File: config.mk
export PLATFORM = sky130hd
export DESIGN_NAME = sipo_block_ctrl_flat
export DESIGN_NICKNAME = d
export VERILOG_FILES = /design/src/rtl/sipo_ctrl_pkg.sv /design/src/rtl/sipo_block_ctrl_if.sv /design/src/rtl/sipo_buffer.sv /design/src/rtl/sipo_block_ctrl.sv /design/src/flat_wrapper.sv
export SDC_FILE = /design/constraint.sdc
export NUM_CORES = 2
export LEC_CHECK = 0
export BUFFER_PORTS_ARGS = -buffer_cell sky130_fd_sc_hd__buf_2
export CAP_MARGIN = 20
export CELL_PAD_IN_SITES_DETAIL_PLACEMENT = 1
export CELL_PAD_IN_SITES_GLOBAL_PLACEMENT = 2
export CORE_AREA = 2 2 460 462
export DETAILED_ROUTE_END_ITERATION = 10
export DIE_AREA = 0 0 462 464
export PLACE_DENSITY = 0.54
export SLEW_MARGIN = 20
export SYNTH_ARGS = -nofsm -noshare
export SYNTH_HDL_FRONTEND = slang
export SYNTH_HIERARCHICAL = 1
export SYNTH_SLANG_ARGS = --single-unit
File: constraint.sdc
create_clock -name clk -period 37.5 [get_ports clk]
set_clock_uncertainty 0.2 [all_clocks]
set_input_delay 1.875 -clock clk [delete_from_list [all_inputs] [get_ports clk]]
set_output_delay 1.875 -clock clk [all_outputs]
set_load 0.02 [all_outputs]
File: src/rtl/sipo_ctrl_pkg.sv
// rtl/sipo_ctrl_pkg.sv - shared FSM state type and default sizing for the SIPO block controller
//
// Purpose : common definitions imported by the controller, its shift buffer,
//           its bus interface and the testbench.
// Contents: SIPO_WIDTH_DEFAULT / SIPO_DEPTH_DEFAULT - word width and words per
//           block (64 x 17 = 1088-bit SHAKE256 rate block);
//           sipo_state_t - controller states FILL, PAD, HOLD;
//           cnt_bits()   - width of a counter that must hold 0..depth.
package sipo_ctrl_pkg;

   localparam int SIPO_WIDTH_DEFAULT = 64;
   localparam int SIPO_DEPTH_DEFAULT = 17;

   typedef enum logic [1:0] {
      ST_FILL = 2'd0,
      ST_PAD  = 2'd1,
      ST_HOLD = 2'd2
   } sipo_state_t;

   // A word count runs 0..depth inclusive, so it needs room for depth+1 values.
   function automatic int cnt_bits(input int depth);
      return $clog2(depth + 1);
   endfunction

endpackage

File: src/rtl/sipo_block_ctrl_if.sv
// rtl/sipo_block_ctrl_if.sv - word-in / block-out handshake bundle of the SIPO block controller
//
// Purpose : groups the input word handshake and the output block handshake.
// Signals : in_valid/in_ready/in_data/in_last  - word stream into the block
//           blk_valid/blk_ready                - assembled block handshake
//           blk_data  [DEPTH*WIDTH]            - assembled block, first word in top slot
//           blk_last                           - block holds the final message word
//           blk_words [cnt_bits(DEPTH)]        - real (non-pad) words in the block
// Modports: slave  - the controller's view
//           master - the producer/consumer view
interface sipo_block_ctrl_if
   import sipo_ctrl_pkg::*;
#(
   parameter int WIDTH = SIPO_WIDTH_DEFAULT,
   parameter int DEPTH = SIPO_DEPTH_DEFAULT
) ();

   logic                        in_valid;
   logic                        in_ready;
   logic [WIDTH-1:0]            in_data;
   logic                        in_last;
   logic                        blk_valid;
   logic                        blk_ready;
   logic [DEPTH*WIDTH-1:0]      blk_data;
   logic                        blk_last;
   logic [cnt_bits(DEPTH)-1:0]  blk_words;

   modport slave (
      input  in_valid,
      input  in_data,
      input  in_last,
      input  blk_ready,
      output in_ready,
      output blk_valid,
      output blk_data,
      output blk_last,
      output blk_words
   );

   modport master (
      output in_valid,
      output in_data,
      output in_last,
      output blk_ready,
      input  in_ready,
      input  blk_valid,
      input  blk_data,
      input  blk_last,
      input  blk_words
   );

endinterface

File: src/rtl/sipo_buffer.sv
// rtl/sipo_buffer.sv - serial-in parallel-out word shift register
//
// Purpose : shifts one WIDTH-bit word in at the bottom whenever en is high;
//           after DEPTH shifts the oldest word sits in the top slot.
// Ports   : clk      - rising-edge clock
//           rst      - asynchronous active-high reset, clears the register
//           en       - shift enable
//           data_in  [WIDTH]        - word shifted into the lowest slot
//           data_out [DEPTH*WIDTH]  - full register contents
module sipo_buffer
   import sipo_ctrl_pkg::*;
#(
   parameter int WIDTH = SIPO_WIDTH_DEFAULT,
   parameter int DEPTH = SIPO_DEPTH_DEFAULT
) (
   input  logic                   clk,
   input  logic                   rst,
   input  logic                   en,
   input  logic [WIDTH-1:0]       data_in,
   output logic [DEPTH*WIDTH-1:0] data_out
);

   logic [DEPTH*WIDTH-1:0] shreg_q;

   generate
      if (DEPTH > 1) begin : g_multi
         // Older words move up one slot; the new word lands in the bottom slot.
         always_ff @(posedge clk or posedge rst) begin
            if (rst) begin
               shreg_q <= '0;
            end else if (en) begin
               shreg_q <= {shreg_q[(DEPTH-1)*WIDTH-1:0], data_in};
            end
         end
      end else begin : g_single
         always_ff @(posedge clk or posedge rst) begin
            if (rst) begin
               shreg_q <= '0;
            end else if (en) begin
               shreg_q <= data_in;
            end
         end
      end
   endgenerate

   assign data_out = shreg_q;

endmodule

File: src/rtl/sipo_block_ctrl.sv
// rtl/sipo_block_ctrl.sv - assembles a word stream into fixed-size zero-padded blocks
//
// Purpose : accepts WIDTH-bit words until DEPTH have arrived or the message
//           ends; a short final block is topped up with zero words, then the
//           block is held on blk_data until the consumer takes it.
// Ports   : clk - rising-edge clock
//           rst - asynchronous active-high reset; discards any partial block
//           bus - sipo_block_ctrl_if.slave (word input and block output handshakes)
// States  : FILL - accept words (in_ready=1)
//           PAD  - shift one zero word per cycle until the block is full
//           HOLD - present the block (blk_valid=1) until blk_ready
module sipo_block_ctrl
   import sipo_ctrl_pkg::*;
#(
   parameter int WIDTH = SIPO_WIDTH_DEFAULT,
   parameter int DEPTH = SIPO_DEPTH_DEFAULT
) (
   input  logic             clk,
   input  logic             rst,
   sipo_block_ctrl_if.slave bus
);

   localparam int            CW       = cnt_bits(DEPTH);
   localparam logic [CW-1:0] CNT_FULL = CW'(DEPTH);

   sipo_state_t      state_q, state_d;
   logic [CW-1:0]    cnt_q, cnt_d;
   logic [CW-1:0]    words_q, words_d;
   logic             last_q, last_d;
   logic [CW-1:0]    cnt_inc;
   logic             shift_en;
   logic [WIDTH-1:0] shift_data;

   assign cnt_inc = cnt_q + CW'(1);

   always_ff @(posedge clk or posedge rst) begin
      if (rst) begin
         state_q <= ST_FILL;
         cnt_q   <= '0;
         words_q <= '0;
         last_q  <= 1'b0;
      end else begin
         state_q <= state_d;
         cnt_q   <= cnt_d;
         words_q <= words_d;
         last_q  <= last_d;
      end
   end

   always_comb begin
      state_d       = state_q;
      cnt_d         = cnt_q;
      words_d       = words_q;
      last_d        = last_q;
      shift_en      = 1'b0;
      shift_data    = bus.in_data;
      bus.in_ready  = 1'b0;
      bus.blk_valid = 1'b0;

      case (state_q)
         ST_FILL: begin
            bus.in_ready = 1'b1;
            if (bus.in_valid) begin
               shift_en = 1'b1;
               cnt_d    = cnt_inc;
               if (bus.in_last) begin
                  last_d = 1'b1;
               end
               // A full block goes straight to HOLD even when in_last is also
               // set; only a short final block needs padding.
               if (cnt_inc == CNT_FULL) begin
                  state_d = ST_HOLD;
                  words_d = cnt_inc;
               end else if (bus.in_last) begin
                  state_d = ST_PAD;
                  words_d = cnt_inc;
               end
            end
         end

         ST_PAD: begin
            // words_q already holds the real-word count; cnt keeps running so
            // the pad stops exactly when the register is full.
            shift_en   = 1'b1;
            shift_data = '0;
            cnt_d      = cnt_inc;
            if (cnt_inc == CNT_FULL) begin
               state_d = ST_HOLD;
            end
         end

         ST_HOLD: begin
            bus.blk_valid = 1'b1;
            if (bus.blk_ready) begin
               state_d = ST_FILL;
               cnt_d   = '0;
               words_d = '0;
               last_d  = 1'b0;
            end
         end

         default: begin
            state_d = ST_FILL;
         end
      endcase
   end

   sipo_buffer #(
      .WIDTH (WIDTH),
      .DEPTH (DEPTH)
   ) u_sipo_buffer (
      .clk      (clk),
      .rst      (rst),
      .en       (shift_en),
      .data_in  (shift_data),
      .data_out (bus.blk_data)
   );

   assign bus.blk_last  = last_q;
   assign bus.blk_words = words_q;

endmodule

File: src/flat_wrapper.sv
// flat-port wrapper written by rule: the top's interface ports become plain ports
module sipo_block_ctrl_flat import sipo_ctrl_pkg::*;
#(
   parameter int WIDTH = SIPO_WIDTH_DEFAULT,
   parameter int DEPTH = SIPO_DEPTH_DEFAULT
)
  (clk, rst, bus_in_valid, bus_in_data, bus_in_last, bus_blk_ready, bus_in_ready, bus_blk_valid, bus_blk_data, bus_blk_last, bus_blk_words);
  sipo_block_ctrl_if #(.WIDTH(WIDTH), .DEPTH(DEPTH)) bus_i ();
  input  logic clk;
  input  logic rst;
  input wire logic [$bits(bus_i.in_valid)-1:0] bus_in_valid;
  input wire logic [$bits(bus_i.in_data)-1:0] bus_in_data;
  input wire logic [$bits(bus_i.in_last)-1:0] bus_in_last;
  input wire logic [$bits(bus_i.blk_ready)-1:0] bus_blk_ready;
  output wire logic [$bits(bus_i.in_ready)-1:0] bus_in_ready;
  output wire logic [$bits(bus_i.blk_valid)-1:0] bus_blk_valid;
  output wire logic [$bits(bus_i.blk_data)-1:0] bus_blk_data;
  output wire logic [$bits(bus_i.blk_last)-1:0] bus_blk_last;
  output wire logic [$bits(bus_i.blk_words)-1:0] bus_blk_words;
  assign bus_i.in_valid = bus_in_valid;
  assign bus_i.in_data = bus_in_data;
  assign bus_i.in_last = bus_in_last;
  assign bus_i.blk_ready = bus_blk_ready;
  assign bus_in_ready = bus_i.in_ready;
  assign bus_blk_valid = bus_i.blk_valid;
  assign bus_blk_data = bus_i.blk_data;
  assign bus_blk_last = bus_i.blk_last;
  assign bus_blk_words = bus_i.blk_words;
  sipo_block_ctrl #(.WIDTH(WIDTH), .DEPTH(DEPTH)) u_core (.clk(clk), .rst(rst), .bus(bus_i));
endmodule
==> metrics.yaml <==
sta:
  setup_viol: 0
  rsz0062_at_grt: "no"
  relSlewSlack_pct: 27.6
  max_freq_mhz: 159
  tightest_slew_ps: 1090
  finalCriticalPeriod_ps: 6300
  final_hold_viol_count: 0
  timing.final.crit_share_pct: 16.8
  setup-tns-final_ps: 0
  slew_viol_final: 0
route:
  vias: 25600
  drc: 0
  drt-total-wl_um: 164000
  routedWlPerCell_um: 24.9
  drtIter0Drc: 1267
  final_antenna_net_count: 0
  vias_per_cell: 3.89
  dr.pass1.iters: 4
pwr:
  power_frac_seq_pct: 37.5
  ir_drop_mv: 0.0473
  swShare_pct: 41.0
  p_int_mw: 3.24
  power_frac_comb_pct: 37.3
  power_density_nw_per_um2: 99.6
  pwr-share-clk_pct: 25.2
  switching_power_mw: 2.25
  cellLeakagePower_nw: 29.8
clock_network:
  clock-root-buffer: "clkbuf_16"
  cts_max_path_buffers: 3
  numCtsBuffers: 139
  clock_latency_ps: 760
  cts_resized: 0
  cts_hold_buffers: 0
  tritoncts: "yes"
  clk_pin_slew_ps: 50
  clock_sinks: 1101
  htree_levels: 4
  post_cts_buffers: 0
logic_synthesis:
  syn_nets: 2520
  yosys.area_share.simple_pct: 1.22
  ys_types: 31
  synthCells: 2449
  synth_top_area_share_pct: 66.3
  syn_area_per_cell_um2: 17.0
  ys_seq_area_share_pct: 66.3
  syn_area_um2: 41500
  synth_compound_area_share_pct: 0.398
  yosys_warnings: 6
  ys_ff_latch: 1101
  yosys-mux-area-fraction_pct: 29.6
  ys_top_cells_by_area: "dfrtp_1 (66%), mux2_2 (30%), buf_6 (1.2%)"
  yosys.area.top_type: "dfrtp_1"
  synthAdderAreaFrac_pct: 0.0602
  synth_top_family_by_area: "multiplexers"
  synthXorXnorAreaFrac_pct: 0.0632
layout:
  final_net_count: 3726
  layout-drive-gt1-share_pct: 66.7
  finalInstanceArea_um2: 55000
  area_growth_pct: 32.5
  layoutNonFillerInstCount: 6578
  utilization_pct: 26.3
floorplan:
  start_util_pct: 19.9
  die_w_um: 462
  dieHeight_um: 464
  core_um2: 209000
  floorplan.rows: 168
  io_pins: 1165
  fp.dieArea_um2: 214000
run:
  cap_violations: 0
placement:
  gp_congestion: 0.834
  place.port_buffers: 1164
  numPlacedInstances: 6319
  dp_hpwl_um: 127000
  placed_area_um2: 50200
hold_path:
  whs_endpoint: "u_core/u_sipo_buffer/data_out[1065]"
  min_from: "u_core/u_sipo_buffer/data_out[1065]"
  holdCritPathClass: "reg -> reg"
  min_delay_path_depth: 1
grt:
  antenna_found_initial: 12
  grt_util_met1_pct: 19.1
  grt_pass1_vias: 26800
  grt-busiest-layer: "met2"
  grtUsageTotal_pct: 14.9
  overflow: 0
  grt_max_degree: 152
  use_met3_pct: 4.40
  grt_pass1_wl_um: 228000
  grt_use_met2_pct: 24.3
worst_setup_path:
  rrSetupSlack_ps: 31770
  arrival_ps: 6750
  reg2reg_to: "u_core/u_sipo_buffer/data_out[1086]"
  critPathLaunchType: "primary input"
  cp.required_ps: 37960
  reg2reg_depth: 7
  critPathKind: "in -> reg"
  crit_path_max_fanout: 133
  cp-end-kind: "flop"
  rr_startpoint: "u_core/state_q[1]"
run_status:
  status: "complete, no violations"
[sequential cells by signal, indices dropped and copies added (netlist names)]
| register | cells |
|---|---|
| u_core/state_q | 2 |
| u_core/bus.blk_words | 5 |
| u_core/u_sipo_buffer/data_out | 1088 |
| u_core/cnt_q | 5 |
| u_core/bus.blk_last | 1 |
[worst max path at each step]
stage	end	cells past startpoint	slack, ps	from
3_3_place_gp	u_core/u_sipo_buffer/data_out[1072]	8	30330	bus_in_valid
6_report	u_core/u_sipo_buffer/data_out[1086]	8	31200	bus_in_valid
2_1_floorplan	u_core/u_sipo_buffer/data_out[0]	1	4790	rst
4_1_cts	u_core/u_sipo_buffer/data_out[900]	8	31180	bus_in_valid
5_1_grt	u_core/u_sipo_buffer/data_out[900]	8	30880	bus_in_valid
3_5_place_dp	u_core/u_sipo_buffer/data_out[900]	8	30300	bus_in_valid
[cells in the mapped netlist (all sizes together)]
| cell type | instances |
|---|---|
| buf | 123 |
| ha | 2 |
| a21oi | 4 |
| o21bai | 1 |
| a32o | 1 |
| o221ai | 1 |
| nor2 | 12 |
| nor3b | 1 |
| nor3 | 1 |
| inv | 8 |
| xor2 | 2 |
| nand2 | 6 |
| clkinv | 1 |
| clkbuf | 7 |
| and2 | 66 |
| o22ai | 1 |
| mux2 | 1092 |
| a31oi | 2 |
| mux2i | 1 |
| o41ai | 1 |
| o31ai | 2 |
| a22o | 1 |
| xnor2 | 1 |
| dfrtp | 1101 |
| nand3 | 1 |
| nand2b | 1 |
| o21ai | 9 |
[cell families (layout without fill, tap and decap cells)]
kind of cell               count (synthesis)  count (layout)
DFF                                     1101            1101
buffers and inverters                    139            1456
adders and majority gates                  2               2
other                                      0               7
and+or+nand+nor                           88              88
muxes                                   1093            1093
AOI/OAI and AO/OA                         23              23
xor gates and xnor gates                   3               3
[cell type report]
type / count / area (um2)
Sequential cell: 1101 / 27600
Antenna cell: 7 / 17.5
Fill cell: 22700 / 154000
Clock buffer: 208 / 4130
Inverter: 9 / 48.8
Multi-Input combinational cell: 1209 / 13000
Tap cell: 2805 / 3510
Timing Repair Buffer: 1195 / 6090
Clock inverter: 44 / 656
[stage by stage]
| stage | setup slack, ps | power [mW] | hold WS [ps] |
|---|---|---|---|
| 3_3_place_gp | 30330 | 4.16 | 285 |
| 4_1_cts | 31180 | 5.61 | 304 |
| 5_1_grt | 30880 | 5.79 | 311 |
| 3_5_place_dp | 30300 | 4.18 | 291 |
| 2_1_floorplan | 4790 | 3.21 | 305 |
| 6_report | 31200 | 5.48 | 298 |
[layout by cell type (no fill, tap or decap), drive strengths merged, types with 2 or more instances in the layout]
master	synthesis	layout
a21oi	4	4
a31oi	2	2
and2	66	66
buf	123	1195
bufinv	0	8
clkbuf	7	208
clkinv	1	22
clkinvlp	0	8
dfrtp	1101	1101
diode	0	7
ha	2	2
inv	8	15
mux2	1092	1092
nand2	6	6
nor2	12	12
o21ai	9	9
o31ai	2	2
xor2	2	2
[worst max-delay path, stage by stage]
cell	delay [ps]
buf_2	110
o21bai_1	230
inv_8	770
buf_4	830
buf_4	750
buf_4	790
buf_4	760
mux2_2	410
[layer usage]
| layer | up-vias | wire, um |
|---|---|---|
| met5 | - | 27 |
| met3 | 179 | 11300 |
| met4 | 4 | 4120 |
| met1 | 13500 | 70000 |
| li1 | 11100 | - |
| met2 | 755 | 78400 |
[power by group through the flow]
stage | Combinational (mW) | Clock [mW] | Sequential (mW)
after global routing | 2.17 | 1.48 | 2.13
final | 2.05 | 1.38 | 2.06
after CTS | 2.09 | 1.44 | 2.07
after detailed placement | 2.09 | 0 | 2.09
after global placement | 2.08 | 0 | 2.08
after floorplan | 0.817 | 0 | 2.39
No activity file was read; power rests on OpenSTA's default activity.
